<file path="src/rtl/cmp_pkg.sv">
// rtl/cmp_pkg.sv - shared state encodings and helpers for the comparator family
package cmp_pkg;

  typedef enum logic [1:0] {
    ST_IDLE    = 2'd0,
    ST_COLLECT = 2'd1,
    ST_HOLD    = 2'd2
  } state_t;

  function automatic int clog2(input int value);
    int r;
    r = 0;
    while ((1 << r) < value) r++;
    return r;
  endfunction

endpackage

</file>
<file path="src/rtl/lowest_bit_index.sv">
// rtl/lowest_bit_index.sv - index of the lowest set bit of an N-bit mask (0 when empty)
module lowest_bit_index
  import cmp_pkg::*;
#(
  parameter int N = 4
) (
  input  logic [N-1:0]          mask,
  output logic [clog2(N)-1:0]   idx
);

  localparam int IW = clog2(N);

  // Scan from the top so the lowest set bit is the last one written.
  always_comb begin
    idx = '0;
    for (int i = N - 1; i >= 0; i--) begin
      if (mask[i]) idx = IW'(i);
    end
  end

endmodule

</file>
<file path="src/rtl/serial_max_tracker.sv">
// rtl/serial_max_tracker.sv - frame-wise running max over a sample stream with tie mask and lowest index
// Optional min path enabled by SERIAL_MAX_TRACKER_MIN_EN.
module serial_max_tracker
  import cmp_pkg::*;
#(
  parameter int WIDTH = 4,
  parameter int N     = 4
) (
  input  logic                 clk,
  input  logic                 rst_n,
  input  logic                 in_valid,
  output logic                 in_ready,
  input  logic [WIDTH-1:0]     in_data,
  output logic                 out_valid,
  input  logic                 out_ready,
  output logic [WIDTH-1:0]     out_max,
  output logic [N-1:0]         out_gt,
`ifdef SERIAL_MAX_TRACKER_MIN_EN
  output logic [WIDTH-1:0]     out_min,
  output logic [N-1:0]         out_lt,
`endif
  output logic [clog2(N)-1:0]  out_idx
);

  localparam int IW = clog2(N);
  localparam logic [N-1:0]  ONE    = N'(1);
  localparam logic [IW-1:0] K_LAST = IW'(N - 1);

  state_t            state;
  logic [IW-1:0]     k;
  logic [WIDTH-1:0]  run_max, max_n;
  logic [N-1:0]      mask, mask_n, bit_k;
  logic [IW-1:0]     idx_n;
  logic              accept, first, last;

  assign accept = in_valid & in_ready;
  assign first  = (k == '0);
  assign last   = (k == K_LAST);
  assign bit_k  = ONE << k;

  // Next running max/mask with the current sample folded in; first sample restarts both.
  always_comb begin
    max_n  = run_max;
    mask_n = mask;
    if (first) begin
      max_n  = in_data;
      mask_n = bit_k;
    end else if (in_data > run_max) begin
      max_n  = in_data;
      mask_n = bit_k;
    end else if (in_data == run_max) begin
      mask_n = mask | bit_k;
    end
  end

  lowest_bit_index #(.N(N)) u_idx (
    .mask (mask_n),
    .idx  (idx_n)
  );

`ifdef SERIAL_MAX_TRACKER_MIN_EN
  logic [WIDTH-1:0]  run_min, min_n;
  logic [N-1:0]      lmask, lmask_n;

  always_comb begin
    min_n   = run_min;
    lmask_n = lmask;
    if (first) begin
      min_n   = in_data;
      lmask_n = bit_k;
    end else if (in_data < run_min) begin
      min_n   = in_data;
      lmask_n = bit_k;
    end else if (in_data == run_min) begin
      lmask_n = lmask | bit_k;
    end
  end

  always_ff @(posedge clk or negedge rst_n) begin
    if (!rst_n) begin
      run_min <= '0;
      lmask   <= '0;
      out_min <= '0;
      out_lt  <= '0;
    end else if (accept) begin
      run_min <= min_n;
      lmask   <= lmask_n;
      if (state == ST_COLLECT && last) begin
        out_min <= min_n;
        out_lt  <= lmask_n;
      end
    end
  end
`endif

  always_ff @(posedge clk or negedge rst_n) begin
    if (!rst_n) begin
      state     <= ST_IDLE;
      k         <= '0;
      run_max   <= '0;
      mask      <= '0;
      in_ready  <= 1'b0;
      out_valid <= 1'b0;
      out_max   <= '0;
      out_gt    <= '0;
      out_idx   <= '0;
    end else begin
      case (state)
        ST_IDLE: begin
          in_ready <= 1'b1;
          if (accept) begin
            run_max <= max_n;
            mask    <= mask_n;
            k       <= k + IW'(1);
            state   <= ST_COLLECT;
          end
        end
        ST_COLLECT: begin
          if (accept) begin
            run_max <= max_n;
            mask    <= mask_n;
            if (last) begin
              out_max   <= max_n;
              out_gt    <= mask_n;
              out_idx   <= idx_n;
              out_valid <= 1'b1;
              in_ready  <= 1'b0;
              state     <= ST_HOLD;
            end else begin
              k <= k + IW'(1);
            end
          end
        end
        ST_HOLD: begin
          // Result registers are left untouched so they read back until the next frame.
          if (out_valid && out_ready) begin
            out_valid <= 1'b0;
            in_ready  <= 1'b1;
            k         <= '0;
            state     <= ST_IDLE;
          end
        end
        default: begin
          state    <= ST_IDLE;
          k        <= '0;
          in_ready <= 1'b0;
        end
      endcase
    end
  end

endmodule

</file>
<file path="config.mk">
export PLATFORM = sky130hd
export DESIGN_NAME = serial_max_tracker
export DESIGN_NICKNAME = d
export VERILOG_FILES = /design/src/rtl/cmp_pkg.sv /design/src/rtl/lowest_bit_index.sv /design/src/rtl/serial_max_tracker.sv
export SDC_FILE = /design/constraint.sdc
export NUM_CORES = 1
export LEC_CHECK = 0
export CORE_MARGIN = 2
export CORE_UTILIZATION = 45
export DETAILED_ROUTE_END_ITERATION = 12
export PLACE_DENSITY = 0.7
export RECOVER_POWER = 25
export SKIP_LAST_GASP = 1
export SLEW_MARGIN = 20
export SYNTH_ARGS = -nofsm -noshare
export SYNTH_HDL_FRONTEND = slang
export SYNTH_SLANG_ARGS = --single-unit
</file>
<file path="constraint.sdc">
create_clock -name clk -period 2.6 [get_ports clk]
set_input_delay 0.52 -clock clk [delete_from_list [all_inputs] [get_ports clk]]
set_output_delay 0.52 -clock clk [all_outputs]
set_load 0.03 [all_outputs]
</file>
# Word level (Yosys, flattened, before mapping)

Cells that the tools add are included.

Register bits after elaboration: 24
Output and inout port bits: 12
Word-level logic and storage cells: 60

$add $sub $neg: 1
Order comparisons: 1
Equal/unequal tests: 9
Shift-type cells: 1
Muxes and demuxes: 26
Bitwise gates (word level): 2
Reductions and logical operators: 11

Operators by type and width:

| cell                | number |
|---|---|
| $mux 2              | 11 |
| $mux 4              | 5 |
| $pmux 2 s3          | 2 |
| $reduce_and 4->1    | 3 |
| $ne 2x2->1 const B  | 5 |
| $mux 1              | 6 |
| $reduce_and 3->1    | 2 |
| $eq 2x2->1 const B  | 2 |
| $eq 4x4->1          | 1 |
| $gt 4x4->1          | 1 |
| $logic_not 2->1     | 2 |
| $or 4x4->4          | 1 |
| $shl 1x2->4 const A | 1 |
| $pmux 1 s3          | 1 |
| $add 2x1->2 const B | 1 |
| $eq 2x1->1 const B  | 1 |
| $pmux 1 s2          | 1 |
| $reduce_and 2->1    | 1 |
| $reduce_bool 2->1   | 1 |
| $reduce_or 2->1     | 1 |
| $and 1x1->1         | 1 |
| $logic_and 1x1->1   | 1 |

# Logic depth before layout (Yosys ltp)

Gate-level depths: netlist of run 1.

Depth in word-level cells: 9
Mapped depth: 9
Mapped depth without buffers: 8

# Modules after synthesis

Synthesis of run 1 repeated with hierarchy kept, for this count alone.

Cell total of the unflattened synthesis: 138
Area total of the unflattened synthesis: 1293.7 um^2

By module, submodules not included:

| module             | instances | cells each | area an instance (um^2) |
|---|---|---|---|
| serial_max_tracker | 1         | 133        | 1266.2 |
| lowest_bit_index   | 1         | 5          | 27.5 |

# Worst setup path before layout of run 1

Ideal clock, no wire load.

Path type: input to register
From: input in_data[1]
To: register run_max[0]
Setup time: 0.125 ns
Data arrival time: 1.903 ns
Required time: 2.475 ns
Path slack: 0.572 ns
Stages: 7
Buffers on the path: 1
Cell sequence: ha_1 -> nor2b_4 -> o211ai_4 -> a31o_1 -> buf_6 -> nor3_4 -> mux2_2

Cells in the longest elaborated chain, start to end: 3

RTL lines:

| element              | line                      | source |
|---|---|---|
| start, declared      | serial_max_tracker.sv:13  | `input logic [WIDTH-1:0] in_data,` |
| $gt 4x4->1           | serial_max_tracker.sv:48  | `end else if (in_data > run_max) begin` |
| $mux 4               | serial_max_tracker.sv:48  |  |
| $mux 4               | serial_max_tracker.sv:45  | `if (first) begin` |
| end signal, assigned | serial_max_tracker.sv:112 | `run_max <= max_n;` |
| end signal, assigned | serial_max_tracker.sv:120 | `run_max <= max_n;` |
| end, declared        | serial_max_tracker.sv:31  | `logic [WIDTH-1:0] run_max, max_n;` |

Every way passes these cells.
A chain may end at the register's enable or synchronous reset.

# Worst setup path after layout of run 1

From: input in_data[1]
To: register out_max[2]

Cells in the longest elaborated chain, start to end: 3

RTL lines:

| element              | line                      | source |
|---|---|---|
| $gt 4x4->1           | serial_max_tracker.sv:48  |  |
| $mux 4               | serial_max_tracker.sv:48  |  |
| $mux 4               | serial_max_tracker.sv:45  |  |
| end signal, assigned | serial_max_tracker.sv:123 | `out_max <= max_n;` |
| end, declared        | serial_max_tracker.sv:16  | `output logic [WIDTH-1:0] out_max,` |

Every way passes these cells.

==> flow_summary.json, run 1 <==
{
  "fin_skew_ns": 0.00702,
  "synth-seq-cells": 24,
  "setup_viol": 0,
  "worst_setup_path_start_kind": "primary input",
  "setup-tns-final_ns": 0,
  "combinationalPowerShare_pct": 5.6,
  "post-synth-top-area-cell": "sky130_fd_sc_hd__dfrtp_1",
  "rows": 19,
  "ctsHoldBuffers": 0,
  "tritoncts": "done",
  "setup.worst_path.end_class": "flip-flop",
  "cts_root_buf": "sky130_fd_sc_hd__clkbuf_4",
  "tightestPinTransition_ns": 1.29,
  "drt-total-wl_um": 2600,
  "total_switching_power_uw": 134,
  "arrival_ns": 2.49,
  "clock_power_share_pct": 39.6,
  "timing.max_cap.violations": 0,
  "antenna_violating_nets_post_route": 0,
  "via_count": 1019,
  "ir_drop_mv": 0.238,
  "finish.net_count": 167,
  "slowest_delay_ns": 0.45,
  "timing.final.hold_violations": 0,
  "groute.usage.overall_pct": 16.6,
  "sw_frac_of_total_pct": 19.7,
  "synth.avg_cell_area_um2": 10.8,
  "rsz0062_at_grt": "false",
  "dr_wl_cell_um": 14.4,
  "timing.hold.worst.class": "flip-flop to flip-flop",
  "cell_leakage_power_uw": 0.000720,
  "achievable-frequency_mhz": 438,
  "chipHeight_um": 58.8,
  "coreArea_mm2": 0.00281,
  "cells_resized_by_post_cts_repair": 0,
  "worst_path_setup_slack_after_routing_ns": 0.318,
  "synth.net_count": 141,
  "crit_slowest_cell": "sky130_fd_sc_hd__clkdlybuf4s50_1",
  "syn-instance-count": 125,
  "flow.area_growth_from_synthesis_pct": 21.4,
  "vias_per_cell": 5.63,
  "die-area_mm2": 0.00345,
  "die_width_um": 58.8,
  "critical_path_rt_ns": 2.81,
  "maximum_level_of_the_cts_h_tree": 1,
  "path_clk_slew_ns": 0.14,
  "seq_area_frac_synth_pct": 44.5,
  "postCtsSetupRepairBufs": 0,
  "first_pass_iters": 8,
  "maximum_number_of_pins_on_one_net_before_global_route_repair": 25,
  "route.detailed.drc": 1,
  "timing.max_slew.rel_slack_pct": 13.7,
  "clock_path_buffers": 2,
  "period_share_pct": 87.8,
  "synth.cells.most_frequent": "sky130_fd_sc_hd__dfrtp_1, sky130_fd_sc_hd__nand2_1, sky130_fd_sc_hd__ha_1, sky130_fd_sc_hd__o21ai_0",
  "grt_antenna_before_repair": 0,
  "synth_top_area_share_pct": 44.5,
  "worst_skew_pair.late_latency_ns": 0.31,
  "global_route_wire_length_before_repair_um": 4330,
  "synth_enable_flop_cells": 0,
  "routabilityCongestion": 0.793,
  "synth_ff_type": "sky130_fd_sc_hd__dfrtp_1",
  "violations_in_the_final_reports": "design-rule violations",
  "ys_warn_count": 0,
  "p_seq_share_pct": 54.8,
  "portBuffers": 19,
  "antenna-diode-count": 0,
  "globalRoute.totalOverflow": 0,
  "dr.first_iter.drc_count": 27,
  "async_reset_ff_share_pct": 100,
  "internal_power_consumption_uw": 547,
  "final_max_slew_viol_count": 0,
  "cp_cell_sequence": "clkdlybuf4s50_1 -> ha_1 -> nor2b_4 -> o211ai_4 -> a31o_1 -> buf_4 -> mux2i_1 -> o21ai_0",
  "power_density_mw_per_mm2": 416,
  "io_pins": 20,
  "placed_cell_area_mm2": 0.00159,
  "place.detailed.hpwl_um": 1910,
  "worst-setup-path-type": "primary input to flip-flop",
  "mappedNetlistArea_mm2": 0.00135,
  "netlist_top_cells_area": "sky130_fd_sc_hd__dfrtp_1, sky130_fd_sc_hd__ha_1, sky130_fd_sc_hd__nand2_1",
  "total_power_uw": 681,
  "synth_cell_types": 33,
  "timing.final.crit_period_ns": 2.28,
  "final_cell_count_no_fill": 181,
  "initial_utilization_pct": 48.1,
  "pre_cts_ws_ns": 0.0106,
  "post_route_cells_drive_above_1_share_pct": 16.0,
  "crit_path_max_fanout": 6,
  "run_status": "finished, violations left",
  "number_of_sinks_driven_by_the_clock_tree": 24,
  "finish.instance_area_mm2": 0.00164,
  "yosysMostFrequentCell": "sky130_fd_sc_hd__dfrtp_1",
  "first_global_vias": 988,
  "place.detailed.instances": 177,
  "cts_buffers": 3
}
state kept, by name (all words and copies together), names as in the netlist:
register,cells
out_valid,1
mask,4
out_idx,2
out_gt,4
state,2
run_max,4
out_max,4
k,2
in_ready,1
path summary, 6_finish.rpt:
| check | startpoint | endpoint | slack, ns | cells after the start |
|---|---|---|---|---|
| worst max-delay path | in_data[1] | out_max[2] | 0.32 | 8 |
| max in group asynchronous | rst_n | state[0] | 0.85 | 2 |
| worst max register to register | run_max[1] | out_max[2] | 0.59 | 8 |
| min in group asynchronous | rst_n | out_max[2] | 0.99 | 2 |
| worst min register to register | out_max[0] | out_max[0] | 0.50 | 2 |
| worst min-delay path | out_max[0] | out_max[0] | 0.50 | 2 |
routing by layer:
metal | global-route usage (%) | vias to the layer above | part of all wire [%]
met5 | 0 | - | 0
met4 | 5.19 | 0 | 0.81
met3 | 2.64 | 4 | 4.0
met2 | 27.8 | 27 | 51
met1 | 22.1 | 497 | 44
li1 | - | 491 | -
layout by cell type (no fill, tap or decap), types with 3 or more instances in the layout:
master                            instances
sky130_fd_sc_hd__mux2_2                   6
sky130_fd_sc_hd__ha_1                     8
sky130_fd_sc_hd__nor2_1                   6
sky130_fd_sc_hd__clkbuf_4                 3
sky130_fd_sc_hd__dfrtp_1                 24
sky130_fd_sc_hd__mux2_4                   3
sky130_fd_sc_hd__buf_4                    4
sky130_fd_sc_hd__o21ai_0                  8
sky130_fd_sc_hd__clkdlybuf4s50_1         18
sky130_fd_sc_hd__mux2i_1                  4
sky130_fd_sc_hd__a21oi_1                  7
sky130_fd_sc_hd__nand2_1                 20
sky130_fd_sc_hd__inv_1                    7
cell type report:
class                      instances  area, µm²
fill                             248       1170
multi-input combinational         91        697
sequential                        24        601
timing repair buffer              24        224
tap                               31       38.8
clock inverter                     1       30.0
inverter                           7       26.3
clock buffer                       3       22.5
through the flow:
step	hold WS (ns)	util [%]
floorplan	0.224	-
global placement	0.460	56.7
detailed placement	0.467	56.7
CTS	0.502	58.6
global route	0.533	58.4
finish	0.499	58.4
power groups by stage:
stage          Clock [µW]  Combinational (µW)  Sequential, µW
2_1_floorplan           0                14.5             380
3_3_place_gp            0                39.1             380
3_5_place_dp            0                39.6             380
4_1_cts               278                40.0             373
5_1_grt               292                42.5             373
6_report              269                38.5             373
logic make-up after synthesis:
family	after synthesis	synth area share [%]
buffers and inverters	10	3.89
and+or+nand+nor	38	14.5
adders and majority gates	8	7.41
muxes	13	11.3
AOI/OAI and AO/OA	32	18.4
DFF	24	44.5
worst max-delay path: cells and delay by family:
kind | cells | cell delay, ns
AO/OA/AOI/OAI | 3 | 0.62
buffers and inverters | 2 | 0.67
adder cells (fa/ha/maj) | 1 | 0.33
multiplexers | 1 | 0.21
AND/OR/NAND/NOR | 1 | 0.14
No activity file was read; power rests on OpenSTA's default activity.
==> inputs of run 2 (changes only) <==
--- a/config.mk
+++ b/config.mk
@@ -15,3 +15,4 @@
 export SYNTH_ARGS = -nofsm -noshare
 export SYNTH_HDL_FRONTEND = slang
 export SYNTH_SLANG_ARGS = --single-unit
+export TNS_END_PERCENT = 20
==> results of run 2 <==
Final layout, timing and power as in run 1 (identical DEF).
